File: config.mk
export PLATFORM = sky130hd
export DESIGN_NAME = jpeg_zigzag_sequencer
export DESIGN_NICKNAME = d
export VERILOG_FILES = /design/src/rtl/jpeg_zz_pkg.sv /design/src/rtl/jpeg_zz_bank.sv /design/src/rtl/jpeg_zigzag_sequencer.sv
export SDC_FILE = /design/constraint.sdc
export NUM_CORES = 1
export LEC_CHECK = 0
export ABC_AREA = 0
export CORE_ASPECT_RATIO = 0.6
export CORE_MARGIN = 2
export CORE_UTILIZATION = 55
export CTS_CLUSTER_DIAMETER = 150
export CTS_CLUSTER_SIZE = 28
export DETAILED_ROUTE_END_ITERATION = 8
export PLACE_DENSITY = 0.71
export SLEW_MARGIN = 20
export SYNTH_ARGS = -nofsm -noshare
export SYNTH_HDL_FRONTEND = slang
export SYNTH_SLANG_ARGS = --single-unit
File: constraint.sdc
create_clock -name clk -period 4 [get_ports clk]
set_clock_uncertainty 0.1 [all_clocks]
set_input_delay 0.6 -clock clk [delete_from_list [all_inputs] [get_ports clk]]
set_output_delay 0.6 -clock clk [all_outputs]
set_load 0.1 [all_outputs]
File: src/rtl/jpeg_zz_pkg.sv
// -----------------------------------------------------------------------------
// jpeg_zz_pkg
// Shared types and constants for the JPEG zig-zag sequencer.
//   BLK_SIZE     : coefficients per 8x8 block
//   coef_idx_t   : 6-bit index into a block (raster or zig-zag)
//   bank_state_t : life cycle of one coefficient bank
//   ZZ_LUT       : zig-zag position -> raster address
// -----------------------------------------------------------------------------
package jpeg_zz_pkg;

  localparam int BLK_SIZE = 64;

  typedef logic [5:0] coef_idx_t;

  typedef enum logic [1:0] {
    EMPTY    = 2'd0,
    FILLING  = 2'd1,
    FULL     = 2'd2,
    DRAINING = 2'd3
  } bank_state_t;

  localparam coef_idx_t ZZ_LUT [BLK_SIZE] = '{
    6'd0,  6'd1,  6'd8,  6'd16, 6'd9,  6'd2,  6'd3,  6'd10,
    6'd17, 6'd24, 6'd32, 6'd25, 6'd18, 6'd11, 6'd4,  6'd5,
    6'd12, 6'd19, 6'd26, 6'd33, 6'd40, 6'd48, 6'd41, 6'd34,
    6'd27, 6'd20, 6'd13, 6'd6,  6'd7,  6'd14, 6'd21, 6'd28,
    6'd35, 6'd42, 6'd49, 6'd56, 6'd57, 6'd50, 6'd43, 6'd36,
    6'd29, 6'd22, 6'd15, 6'd23, 6'd30, 6'd37, 6'd44, 6'd51,
    6'd58, 6'd59, 6'd52, 6'd45, 6'd38, 6'd31, 6'd39, 6'd46,
    6'd53, 6'd60, 6'd61, 6'd54, 6'd47, 6'd55, 6'd62, 6'd63
  };

endpackage

File: src/rtl/jpeg_zz_bank.sv
// -----------------------------------------------------------------------------
// jpeg_zz_bank
// One 64-entry coefficient bank: flop storage written in raster order, an
// asynchronous read port addressed by the drain side, the bank state and the
// write pointer.
// Ports:
//   clk, rst        : clock, synchronous active-high reset (control only)
//   i_we, i_wdata   : raster write at the internal write pointer
//   i_drain_start   : drain side has taken this bank (FULL -> DRAINING)
//   i_drain_done    : out_last of this bank has been transferred (-> EMPTY)
//   i_raddr/o_rdata : combinational read port
//   o_state         : current bank state
//   o_wr_last       : write pointer sits on the last entry of the block
// -----------------------------------------------------------------------------
module jpeg_zz_bank
  import jpeg_zz_pkg::*;
#(
  parameter int COEF_W = 12
) (
  input  logic                     clk,
  input  logic                     rst,
  input  logic                     i_we,
  input  logic signed [COEF_W-1:0] i_wdata,
  input  logic                     i_drain_start,
  input  logic                     i_drain_done,
  input  coef_idx_t                i_raddr,
  output logic signed [COEF_W-1:0] o_rdata,
  output bank_state_t              o_state,
  output logic                     o_wr_last
);

  logic signed [COEF_W-1:0] r_mem [BLK_SIZE];
  bank_state_t              r_state;
  coef_idx_t                r_wp;
  logic                     w_wr_last;

  assign w_wr_last = (r_wp == 6'd63);

  always_ff @(posedge clk) begin
    if (i_we) r_mem[r_wp] <= i_wdata;
  end

  // The drain side may claim the bank on the very edge of its 64th write
  // (raster 0 is already stored), so the bank can skip straight to DRAINING.
  always_ff @(posedge clk) begin
    if (rst) begin
      r_state <= EMPTY;
      r_wp    <= '0;
    end else begin
      if (i_we) begin
        r_wp <= r_wp + 6'd1;
        if (w_wr_last)             r_state <= i_drain_start ? DRAINING : FULL;
        else if (r_state == EMPTY) r_state <= FILLING;
      end else if (i_drain_done) begin
        r_state <= EMPTY;
      end else if (i_drain_start && (r_state == FULL)) begin
        r_state <= DRAINING;
      end
    end
  end

  assign o_rdata   = r_mem[i_raddr];
  assign o_state   = r_state;
  assign o_wr_last = w_wr_last;

endmodule

File: src/rtl/jpeg_zigzag_sequencer.sv
// -----------------------------------------------------------------------------
// jpeg_zigzag_sequencer
// Reorders 8x8 blocks of quantised coefficients from raster order into JPEG
// zig-zag order. Coefficients are passed through untouched.
// Build option: define JPEG_ZZ_DBUF_EN for two ping-pong banks (one fills
// while the other drains); otherwise a single bank is used.
// Ports:
//   clk, rst               : clock, synchronous active-high reset
//   in_valid/in_ready      : raster input handshake, in_data the coefficient
//   out_valid/out_ready    : zig-zag output handshake (registered outputs)
//   out_data               : coefficient at zig-zag position out_idx
//   out_idx                : zig-zag position 0..63
//   out_last               : high with out_idx == 63
// -----------------------------------------------------------------------------
module jpeg_zigzag_sequencer
  import jpeg_zz_pkg::*;
#(
  parameter int COEF_W = 12
) (
  input  logic                     clk,
  input  logic                     rst,
  input  logic                     in_valid,
  output logic                     in_ready,
  input  logic signed [COEF_W-1:0] in_data,
  output logic                     out_valid,
  input  logic                     out_ready,
  output logic signed [COEF_W-1:0] out_data,
  output logic [5:0]               out_idx,
  output logic                     out_last
);

`ifdef JPEG_ZZ_DBUF_EN
  localparam int NB = 2;
`else
  localparam int NB = 1;
`endif
  // Bank-select registers only toggle when a second bank exists.
  localparam logic TGL = (NB == 2);

  bank_state_t              w_state   [2];
  logic signed [COEF_W-1:0] w_rdata   [2];
  logic                     w_wr_last [2];

  logic      r_wb;   // bank receiving raster input
  logic      r_nb;   // next bank to drain
  logic      r_rb;   // bank being read by the active drain
  logic      r_ob;   // bank the output register content came from
  logic      r_act;  // drain in progress (more entries to load)
  coef_idx_t r_k;    // next zig-zag position to load

  logic                     r_out_valid;
  logic signed [COEF_W-1:0] r_out_data;
  coef_idx_t                r_out_idx;
  logic                     r_out_last;

  logic                     w_in_ready;
  logic                     w_in_xfer;
  logic                     w_out_free;
  logic                     w_last_xfer;
  logic                     w_nb_ready;
  logic                     w_start;
  logic                     w_load;
  logic                     w_rd_bank;
  logic signed [COEF_W-1:0] w_rdata_sel;

  // Input side: banks fill strictly in turn, so only the write bank matters.
  assign w_in_ready = !rst && ((w_state[r_wb] == EMPTY) || (w_state[r_wb] == FILLING));
  assign w_in_xfer  = in_valid && w_in_ready;

  // Output side
  assign w_out_free  = !r_out_valid || out_ready;
  assign w_last_xfer = r_out_valid && out_ready && r_out_last;

  // A bank may start draining on the edge that writes its 64th coefficient;
  // this removes the turnaround bubble between back-to-back blocks.
  assign w_nb_ready = (w_state[r_nb] == FULL) ||
                      ((w_state[r_nb] == FILLING) && w_in_xfer &&
                       (r_wb == r_nb) && w_wr_last[r_nb]);
  assign w_start    = w_out_free && !r_act && w_nb_ready;
  assign w_load     = w_out_free && (r_act || w_start);

  assign w_rd_bank   = r_act ? r_rb : r_nb;
  assign w_rdata_sel = w_rdata[w_rd_bank];

  for (genvar b = 0; b < NB; b++) begin : g_bank
    jpeg_zz_bank #(.COEF_W(COEF_W)) u_bank (
      .clk           (clk),
      .rst           (rst),
      .i_we          (w_in_xfer && (r_wb == 1'(b))),
      .i_wdata       (in_data),
      .i_drain_start (w_start && (r_nb == 1'(b))),
      .i_drain_done  (w_last_xfer && (r_ob == 1'(b))),
      .i_raddr       (ZZ_LUT[r_k]),
      .o_rdata       (w_rdata[b]),
      .o_state       (w_state[b]),
      .o_wr_last     (w_wr_last[b])
    );
  end

`ifndef JPEG_ZZ_DBUF_EN
  assign w_state[1]   = EMPTY;
  assign w_rdata[1]   = '0;
  assign w_wr_last[1] = 1'b0;
`endif

  // Output register stage
  always_ff @(posedge clk) begin
    if (rst) begin
      r_wb        <= 1'b0;
      r_nb        <= 1'b0;
      r_rb        <= 1'b0;
      r_ob        <= 1'b0;
      r_act       <= 1'b0;
      r_k         <= '0;
      r_out_valid <= 1'b0;
      r_out_data  <= '0;
      r_out_idx   <= '0;
      r_out_last  <= 1'b0;
    end else begin
      if (w_in_xfer && w_wr_last[r_wb]) r_wb <= r_wb ^ TGL;
      if (w_load) begin
        r_out_valid <= 1'b1;
        r_out_data  <= w_rdata_sel;
        r_out_idx   <= r_k;
        r_out_last  <= (r_k == 6'd63);
        r_ob        <= w_rd_bank;
        r_k         <= r_k + 6'd1;
        r_act       <= (r_k != 6'd63);
        if (w_start) begin
          r_rb <= r_nb;
          r_nb <= r_nb ^ TGL;
        end
      end else if (out_ready) begin
        r_out_valid <= 1'b0;
      end
    end
  end

  assign in_ready  = w_in_ready;
  assign out_valid = r_out_valid;
  assign out_data  = r_out_data;
  assign out_idx   = r_out_idx;
  assign out_last  = r_out_last;

endmodule

==> summary.txt, run 1 <==
Outcome
  • Status: complete, no violations

Clock tree
  • Cts hold-fix bufs: 0
  • CTS H-Tree Depth: 2
  • CTS tree: yes
  • Worst-path clk slew: 0.11 ns
  • Clock Sinks: 803
  • Total CTS buffers: 34
  • Skew-Pair Late Insertion Delay: 0.59 ns
  • Clock Path Buffers: 3
  • CTS Root Cell: clkbuf_16

Logic synthesis
  • Synthesized net count: 1,825
  • Synth Register Bits: 803
  • Cell variety after synth: 68
  • Fraction of registers with async set/reset: 0
  • Mapped Cells: 1,793
  • Top FF cell, synth: edfxtp_1
  • Netlist Area Pre-Place: 0.0322 sq mm
  • Warning count from the yosys run: 0
  • Register area share after synthesis: 0.738
  • Synthesized area per cell: 18.0 sq um
  • Post-synth EDFFs: 768

Route
  • DRT Pass-1 Iters: 6
  • Routed len/inst: 29.2 um
  • Iteration-0 DRC Markers: 2,796
  • Vias/cell: 6.53
  • Post-Route WL: 79,900 um
  • Via Count: 17,900
  • Antenna Nets Post-Route: 0
  • Residual DRC: 0

Power and ir drop
  • Sw Pwr: 2.67 mW
  • Power, Total: 13.7 mW
  • Clock power frac: 0.308
  • VDD IR max: 0.283 mV
  • P per Cell Area: 383 mW/mm^2
  • Net Sw Frac: 0.195
  • Leakage power: 11.2 nW
  • Register share of total power: 0.675
  • Internal Power: 11.0 mW
  • Comb pwr share: 0.017

Timing
  • Fin. max-slew vios: 0
  • RSZ-0062 raised after global routing: no
  • Timing-limited maximum frequency: 258 MHz
  • Final hold violations: 0
  • Fin crit period: 3.87 ns
  • Count of final setup violators: 0
  • Hold slack: 0.224 ns
  • Min setup slack post-route: 0.128 ns
  • Max-slew headroom: 0.260
  • Worst Tran Pin Value: 1.11 ns
  • Final worst path period share: 0.968

Cells and area
  • Design Area, Final: 0.0356 sq mm
  • Area added between synthesis and finish: 10.6%
  • Layout cells sized above 1: 0.222
  • Layout Nets: 1,980
  • Finished Layout Cells: 2,739
  • Number of fill cells: 4,085

Floorplan
  • Die Ht: 191 um
  • Row Count: 68
  • Chip width: 316 um
  • Core Footprint: 0.0577 sq mm
  • # IOs: 37
  • Initial Util: 0.558
  • Die area: 0.0605 sq mm

Global routing
  • Remaining global-route overflow: 0
  • Gr usage total: 0.267
  • Initial antenna violation count: 2
  • First-pass GRT wire length: 116,000 um
  • Vias in the first global route: 17,300
  • Pin count of the biggest net entering global routing: 65

Setup path
  • Reg-to-reg startpoint: r_k[0]
  • R2r worst-path depth: 14
  • CP Launch Type: register
  • Reg2Reg Setup Slack: 0.13 ns
  • Worst r2r dst: out_data[4]
  • Worst Setup Path Type: register to register
  • Worst-path fanout max: 10
  • Crit path from: r_k[0]
  • Worst Setup End Kind: register
  • Worst Setup EP: out_data[4]
  • Critical path data arrival time: 4.28 ns
  • Worst Path Required: 4.41 ns

Placement
  • Port Buffers: 36
  • Worst slack, placed: -0.188 ns
  • RD Place Congestion: 1.00
  • Area post-placement: 0.0344 sq mm
  • Dpl cells: 2,675
  • Hpwl dp: 52,000 um

Run
  • MaxCap Viol Count: 0

Worst hold path
  • Worst min-delay path class: input port to register
==> through the flow <==
stage | setup TNS [ns] | utilization
3_3_place_gp | -0.182 | 0.597
3_5_place_dp | -0.220 | 0.597
5_1_grt | 0 | 0.617
2_1_floorplan | 0 | -
4_1_cts | 0 | 0.614
6_report | 0 | 0.617
==> layout by cell type (no fill, tap or decap), drive strengths merged, types with 12 or more instances in the layout <==
| cell type | instances |
|---|---|
| nand2 | 86 |
| nand3 | 85 |
| a311oi | 14 |
| mux2 | 26 |
| o32ai | 12 |
| o22ai | 59 |
| ha | 16 |
| o21a | 37 |
| clkdlybuf4s50 | 21 |
| mux2i | 68 |
| mux4 | 120 |
| dfxtp | 35 |
| buf | 214 |
| nor2 | 107 |
| a21oi | 18 |
| o21ai | 19 |
| clkbuf | 55 |
| or3 | 14 |
| nor4 | 12 |
| o211a | 24 |
| edfxtp | 768 |
| a221oi | 12 |
| a211oi | 49 |
==> cell families after synthesis <==
group | synth area share
AOI/OAI and AO/OA | 0.0649
xor gates and xnor gates | 0.00295
adders and majority gates | 0.00622
buffers and inverters | 0.0224
DFF | 0.738
muxes | 0.114
and+or+nand+nor | 0.0511
==> power groups by stage <==
| stage | logic (mW) | registers [mW] | clock network (mW) |
|---|---|---|---|
| after floorplan | 0.0413 | 9.40 | 0 |
| after global placement | 0.213 | 9.40 | 0 |
| after detailed placement | 0.226 | 9.40 | 0 |
| after CTS | 0.226 | 9.21 | 4.26 |
| after global routing | 0.246 | 9.21 | 4.53 |
| final | 0.231 | 9.21 | 4.21 |
==> cell type report <==
type / count / area [sq um] / area share
diodes: 1 / 2.50 / 0.0000703
well taps: 770 / 963 / 0.0270
inverters: 8 / 30.0 / 0.000843
multi-input cells: 866 / 7850 / 0.220
clock buffers: 55 / 993 / 0.0279
repair buffers: 235 / 2000 / 0.0562
clock inverters: 1 / 11.3 / 0.000316
flip-flops and latches: 803 / 23800 / 0.667
==> how the worst min path moves through the flow <==
stage,startpoint,to,slack (ns),cells past startpoint
after floorplan,g_bank[0].u_bank.o_state[0],g_bank[0].u_bank.o_state[0],0.36,2
after global placement,out_idx[4],out_idx[4],0.35,2
after detailed placement,out_idx[5],out_idx[5],0.36,2
after CTS,rst,out_data[9],0.22,2
after global routing,rst,out_data[9],0.23,2
final,rst,out_data[8],0.22,2
==> worst max-delay path, stage by stage (launching register included) <==
cell	delay, ns
dfxtp_1	0.35
inv_1	0.08
buf_4	0.17
ha_1	0.27
or3b_1	0.42
a21oi_4	0.32
a22o_4	0.26
buf_12	0.17
buf_12	0.14
buf_4	0.17
mux4_2	0.25
o22ai_1	0.15
a221oi_1	0.45
nand3_1	0.27
a211oi_2	0.23
==> repair_timing <==
| item | in CTS | in global routing |
|---|---|---|
| setup endpoints to repair | 2 | 10 |
| resized for setup | 3 | 12 |
| cloned | 0 | 1 |
| pin swaps | 0 | 1 |
| setup buffers | 0 | 5 |
==> flip-flops by register name (all words and copies together) (netlist names), 2 cells and up <==
name and count:
out_data 12, g_bank.u_bank.r_mem 768, r_k 6, g_bank.u_bank.o_state 2, out_idx 6, g_bank.u_bank.r_wp 6
==> per-layer routing <==
| metal | global-route usage | wire [um] | up-vias |
|---|---|---|---|
| met1 | 0.415 | 33800 | 9164 |
| met5 | 0 | 0 | - |
| met4 | 0.0559 | 1750 | 0 |
| met2 | 0.361 | 32800 | 1063 |
| li1 | - | - | 7540 |
| met3 | 0.0977 | 11700 | 108 |
==> synthesized netlist by cell type (3+ instances only) <==
cell type    n  area, sq um
edfxtp_1   768        23100
mux4_2     120         2700
nor2_1     107          402
nand2_1     86          323
nand3_1     85          425
mux2i_1     68          681
o22ai_1     59          369
clkbuf_1    49          184
a211oi_1    37          278
o21a_1      37          278
dfxtp_1     35          701
buf_4       26          195
mux2_2      26          293
buf_2       25          125
o211a_1     24          240
o21ai_0     18         90.1
a21oi_1     17         85.1
ha_1        16          200
buf_6       15          169
a311oi_1    14          123
or3_1       14         87.6
a211oi_2    12          150
nor4_1      12         75.1
o32ai_1     12          105
a221oi_1    11         96.3
nand2b_1     9         56.3
and3_1       8         50.1
nor2b_1      8         50.1
inv_1        7         26.3
a31oi_1      6         37.5
nand3b_1     5         37.5
xnor2_1      5         43.8
xor2_1       4         35.0
o311a_1      3         30.0
o31ai_1      3         22.5
Note: power is estimated with default switching activity, not from simulation.
==> inputs of run 2 (changes only) <==
clock period = 3.8 ns   (was 4 ns; I/O delays follow)
==> run 2 against run 1 <==
  * Design area up 0.60%
  * Final cell count up 0.66%
  * Clock-buffer cell count up 4
  * Critical endpoint is now out_data[11]
  * Global-route usage up 0.31 points
  * Setup slack worse by 0.069 ns
  * Largest cell class unchanged
==> summary.txt, run 2 (synthesized netlist as in run 1, its figures left out) <==
Outcome
  • Status: complete, no violations

Global routing
  • Initial antenna violation count: 2 (unchanged)
  • First-pass GRT wire length: 117,000 um (+1.1%)
  • Gr usage total: 0.270 (+0.00306)
  • Remaining global-route overflow: 0 (unchanged)
  • Vias in the first global route: 16,900 (-2.6%)
  • Pin count of the biggest net entering global routing: 65 (unchanged)

Power and ir drop
  • VDD IR max: 0.304 mV (+7.6%)
  • Internal Power: 11.5 mW (+4.8%)
  • Power, Total: 14.3 mW (+4.8%)
  • Sw Pwr: 2.80 mW (+5.2%)
  • Leakage power: 11.3 nW (+1.0%)
  • P per Cell Area: 399 mW/mm^2 (+4.2%)
  • Net Sw Frac: 0.196 (+0.000655)
  • Comb pwr share: 0.017 (about the same)
  • Register share of total power: 0.677 (+0.002)
  • Clock power frac: 0.305 (-0.003)

Clock tree
  • Skew-Pair Late Insertion Delay: 0.59 ns (about the same)
  • Clock Sinks: 803 (unchanged)
  • CTS H-Tree Depth: 2 (unchanged)
  • Worst-path clk slew: 0.12 ns (about the same)
  • CTS Root Cell: clkbuf_16
  • CTS tree: yes
  • Cts hold-fix bufs: 0 (unchanged)
  • Total CTS buffers: 34 (unchanged)
  • Clock Path Buffers: 3 (unchanged)

Route
  • DRT Pass-1 Iters: 6 (unchanged)
  • Routed len/inst: 29.2 um (+0.10%)
  • Post-Route WL: 80,500 um (+0.76%)
  • Residual DRC: 0 (unchanged)
  • Antenna Nets Post-Route: 0 (unchanged)
  • Vias/cell: 6.55 (+0.29%)
  • Iteration-0 DRC Markers: 2,787 (-0.32%)
  • Via Count: 18,000 (+0.95%)

Cells and area
  • Antenna diodes: 0 (-1)
  • Largest Register: g_bank.u_bank.r_mem
  • Layout Nets: 1,994 (+0.71%)
  • Design Area, Final: 0.0358 sq mm (+0.60%)
  • Largest register FFs: 768 (unchanged)
  • Number of fill cells: 4,091 (+0.15%)
  • Layout cells sized above 1: 0.236 (+0.0140)
  • Area added between synthesis and finish: 11.3%
  • Commonest non-fill, non-tap cells in the layout: edfxtp_1 (768), buf_4 (198), mux4_2 (120)
  • Most common cell after layout, fill and taps aside: edfxtp_1

Floorplan
  • Chip width: 316 um (unchanged)
  • Die Ht: 191 um (unchanged)
  • Initial Util: 0.558 (unchanged)
  • Row Count: 68 (unchanged)
  • Core Footprint: 0.0577 sq mm (unchanged)
  • # IOs: 37 (unchanged)
  • Die area: 0.0605 sq mm (unchanged)

Timing
  • Fin crit period: 3.74 ns (-0.131 ns)
  • Worst Tran Pin Value: 1.08 ns (-0.0299 ns)
  • Final hold violations: 0 (unchanged)
  • Count of final setup violators: 0 (unchanged)
  • Fin. max-slew vios: 0 (unchanged)
  • Final worst path period share: 0.984 (+0.0165)
  • Max-slew headroom: 0.278 (+0.0177)
  • RSZ-0062 raised after global routing: yes
  • Timing-limited maximum frequency: 267 MHz (+3.5%)

Worst hold path
  • Worst min-delay path class: register to register
  • Worst hold start: out_idx[1]

Setup path
  • Worst Setup Path Type: register to register
  • CP Launch Type: register
  • Worst Setup End Kind: register
  • Crit path from: r_k[3]
  • Critical path data arrival time: 4.08 ns (-0.20 ns)
  • Worst Path Required: 4.14 ns (-0.27 ns)
  • Worst-path fanout max: 35 (+25)
  • Reg-to-reg startpoint: r_k[3]

Placement
  • RD Place Congestion: 0.937 (-6.4%)
  • Area post-placement: 0.0346 sq mm (+0.38%)
  • Hpwl dp: 51,700 um (-0.51%)
  • Port Buffers: 36 (unchanged)

Run
  • MaxCap Viol Count: 0 (unchanged)
## run 2: path summary, 6_finish.rpt
check	endpoint	slack (ns)	cells after the start
worst max-delay path	out_data[11]	0.06	12
worst max register to register	out_data[11]	0.06	12
worst min register to register	out_idx[1]	0.37	2
worst min-delay path	out_idx[1]	0.37	2
## run 2: per-stage QoR
step           TNS (ns)  hold WS (ns)   util  setup slack, ns  std cells
2_1_floorplan         0         0.358      -           0.0111       1793
3_3_place_gp      -1.09         0.347  0.599           -0.282       2694
3_5_place_dp      -1.39         0.356  0.599           -0.310       2694
4_1_cts               0         0.373  0.618          0.00222       2754
5_1_grt         -0.0320         0.398  0.621          -0.0239       2757
6_report              0         0.367  0.621           0.0592       2757
## run 2: per-layer routing
metal	vias up	wire length [um]	global-route usage
li1	7563	-	-
met1	9285	34600	0.444
met2	1128	33500	0.365
met3	69	11400	0.0717
met4	0	1070	0.0432
met5	-	0	0
## run 2: area by class of cell
type / count / area, sq um / share of cell area
multi-input cells: 865 / 7940 / 0.221
clock buffers: 59 / 966 / 0.0270
well taps: 770 / 963 / 0.0269
clock inverters: 2 / 20.0 / 0.000559
inverters: 8 / 30.0 / 0.000838
flip-flops and latches: 803 / 23800 / 0.663
repair buffers: 250 / 2150 / 0.0601
## run 2: what timing repair did
action	CTS	global route
resized for setup	17	28
pin swaps	0	4
buffers inserted	0	2
cloned	0	1
endpoints found under the setup margin	10	12
hold endpoints to repair	0	0
## run 2: critical path: stages (launching register included)
cell	delay (ns)
dfxtp_1	0.59
buf_4	0.22
buf_4	0.17
nand2b_1	0.07
a32oi_1	0.42
a22o_4	0.37
buf_16	0.27
buf_4	0.26
mux4_2	0.35
o22ai_1	0.28
nor4_1	0.10
nor2_1	0.30
a211oi_2	0.08
## run 2: power groups by stage
stage	Clock, mW	Combinational [mW]	Sequential [mW]
CTS	4.43	0.239	9.70
global placement	0	0.225	9.90
detailed placement	0	0.236	9.90
global route	4.73	0.260	9.70
floorplan	0	0.0435	9.90
finish	4.37	0.247	9.69
==> inputs of run 3 (changes only) <==
GPL_ROUTABILITY_DRIVEN = 0   (was unset)
PLACE_DENSITY = 0.7   (was 0.71)
==> run 3 against run 2 <==
  * Design area fell by 0.76%
  * Sequential cell count is the same
  * Combinational power shrank 2%
  * Global-route usage is 0.96 points lower
  * First-iteration DRC count shrank 9.7%
  * Critical path type unchanged
  * Critical endpoint is now out_data[5]
  * Highest routed layer unchanged
==> summary.txt, run 3 (synthesized netlist as in run 1, its figures left out) <==
Cells and area
  • Area added between synthesis and finish: 10.5%
  • Commonest non-fill, non-tap cells in the layout: edfxtp_1 (768), buf_4 (175), mux4_2 (120)
  • Layout Nets: 1,969 (-1.3%)
  • Antenna diodes: 0 (unchanged)
  • Footprint of the multi-input gates: 0.00787 sq mm (-0.80%)
  • Most common cell after layout, fill and taps aside: edfxtp_1
  • Largest Register: g_bank.u_bank.r_mem
  • Design Area, Final: 0.0356 sq mm (-0.76%)
  • Layout cells sized above 1: 0.225 (-0.0102)
  • FF/Latch Area: 0.0238 sq mm (about the same)
  • Number of fill cells: 4,125 (+0.83%)
  • Largest register FFs: 768 (unchanged)

Route
  • Routed len/inst: 28.5 um (-2.5%)
  • Metal1 wirelength: 33,900 um (-2.1%)
  • Residual DRC: 0 (unchanged)
  • DRT Pass-1 Iters: 5 (-1)
  • Top Layer Used: met4
  • Antenna Nets Post-Route: 0 (unchanged)
  • Met3 WL: 8860 um (-22%)
  • Via Count: 17,600 (-2.3%)
  • Post-Route WL: 77,700 um (-3.6%)
  • Routed met2 length: 33,400 um (-0.25%)
  • Iteration-0 DRC Markers: 2,517 (-9.7%)
  • Vias/cell: 6.46 (-1.3%)

Floorplan
  • Core Footprint: 0.0577 sq mm (unchanged)
  • Initial Util: 0.558 (unchanged)
  • # IOs: 37 (unchanged)
  • Die Ht: 191 um (unchanged)
  • Row Count: 68 (unchanged)
  • Die area: 0.0605 sq mm (unchanged)
  • Chip width: 316 um (unchanged)

Timing
  • Final hold violations: 0 (unchanged)
  • Worst Tran Pin Value: 1.11 ns (+0.0269 ns)
  • RSZ-0062 raised after global routing: yes
  • Fin crit period: 3.71 ns (-0.0293 ns)
  • Count of final setup violators: 0 (unchanged)
  • Hold slack: 0.206 ns (-0.160 ns)
  • Timing-limited maximum frequency: 269 MHz (+0.79%)
  • Final worst path period share: 0.977 (-0.00770)
  • Max-slew headroom: 0.263 (-0.0157)
  • Fin. max-slew vios: 0 (unchanged)
  • Fin Setup TNS: 0 ns (unchanged)

Placement
  • Hpwl dp: 51,200 um (-0.96%)
  • Port Buffers: 36 (unchanged)
  • Area post-placement: 0.0343 sq mm (-0.64%)

Run
  • MaxCap Viol Count: 0 (unchanged)

Clock tree
  • Clock Path Buffers: 3 (unchanged)
  • Skew-Pair Late Insertion Delay: 0.59 ns (about the same)
  • CTS H-Tree Depth: 2 (unchanged)
  • Cts hold-fix bufs: 0 (unchanged)
  • Clock Sinks: 803 (unchanged)
  • CTS tree: yes
  • Worst-path clk slew: 0.12 ns (about the same)
  • Total CTS buffers: 34 (unchanged)
  • CTS Root Cell: clkbuf_16

Setup path
  • Worst Setup Path Type: register to register
  • Reg2Reg Setup Slack: 0.09 ns (+0.03 ns)
  • Reg-to-reg startpoint: r_k[0]
  • Worst Setup End Kind: register
  • Worst Path Required: 4.19 ns (+0.05 ns)
  • R2r worst-path depth: 14 (+2)
  • Critical path data arrival time: 4.10 ns (+0.02 ns)
  • Worst-path fanout max: 27 (-23%)
  • Worst r2r dst: out_data[5]
  • CP Launch Type: register

Worst hold path
  • Worst hold start: rst
  • Hold depth: 2 (unchanged)
  • Worst min-delay path class: input port to register
  • Hold EP: out_data[9]

Power and ir drop
  • Clock power frac: 0.309 (+0.004)
  • Register share of total power: 0.675 (-0.002)
  • P per Cell Area: 404 mW/mm^2 (+1.2%)
  • VDD IR max: 0.406 mV (+34%)
  • Internal Power: 11.6 mW (+0.48%)
  • Net Sw Frac: 0.195 (-0.000515)
  • Sw Pwr: 2.81 mW (+0.15%)
  • Comb pwr share: 0.017 (about the same)
  • Leakage power: 11.2 nW (-1.3%)

Global routing
  • Initial antenna violation count: 0 (-2)
  • First-pass GRT wire length: 114,000 um (-2.6%)
  • Pin count of the biggest net entering global routing: 65 (unchanged)
  • Gr usage total: 0.260 (-0.00960)
  • Remaining global-route overflow: 0 (unchanged)
  • Vias in the first global route: 17,000 (+0.72%)

Outcome
  • Status: complete, no violations
run 3: worst max-delay path: stages (launching register included):
cell	delay [ns]
dfxtp_1	0.36
inv_1	0.10
ha_1	0.32
and2_1	0.18
o21a_1	0.19
o311a_1	0.34
or2_4	0.31
buf_12	0.19
buf_6	0.21
mux2i_1	0.14
o211a_1	0.29
a221oi_4	0.32
buf_4	0.17
nand3_1	0.15
a211oi_2	0.20
run 3: through the flow:
| step | power, mW | setup WS, ns | instances | utilization |
|---|---|---|---|---|
| 6_report | 14.4 | 0.0885 | 2727 | 0.616 |
| 5_1_grt | 14.7 | -0.0701 | 2727 | 0.616 |
| 4_1_cts | 14.4 | 0.0271 | 2725 | 0.614 |
| 3_5_place_dp | 10.1 | -0.147 | 2666 | 0.595 |
| 3_3_place_gp | 10.1 | -0.0583 | 2666 | 0.595 |
| 2_1_floorplan | 9.94 | 0.0111 | 1793 | - |
run 3: layer usage:
metal | global-route usage | up-vias
met5 | 0 | -
met4 | 0.0517 | 0
met3 | 0.0661 | 90
met2 | 0.365 | 913
met1 | 0.414 | 9115
li1 | - | 7506
run 3: area by class of cell:
class                      instances  share of cell area
clock buffer                      55              0.0279
clock inverter                     1            0.000317
inverter                           8            0.000844
multi-input combinational        865               0.221
sequential                       803               0.668
tap                              770              0.0271
timing repair buffer             225              0.0541
run 3: what timing repair did:
action,CTS,global route
pin swaps,0,1
setup endpoints to repair,5,12
resized for setup,3,29
setup buffers,3,2
run 3: how the worst max path moves through the flow:
stage,startpoint,endpoint,cells after the start
2_1_floorplan,rst,g_bank[0].u_bank.r_mem[51][0],6
3_3_place_gp,r_k[0],out_data[5],15
3_5_place_dp,r_k[3],out_data[5],12
4_1_cts,r_k[0],out_data[5],14
5_1_grt,r_k[0],out_data[5],15
6_report,r_k[0],out_data[5],14
run 3: power by group through the flow:
stage	Sequential (mW)	Clock, mW	Combinational (mW)
after detailed placement	9.90	0	0.240
after CTS	9.70	4.48	0.239
final	9.69	4.43	0.241
after global routing	9.70	4.77	0.259
after global placement	9.90	0	0.225
after floorplan	9.90	0	0.0435
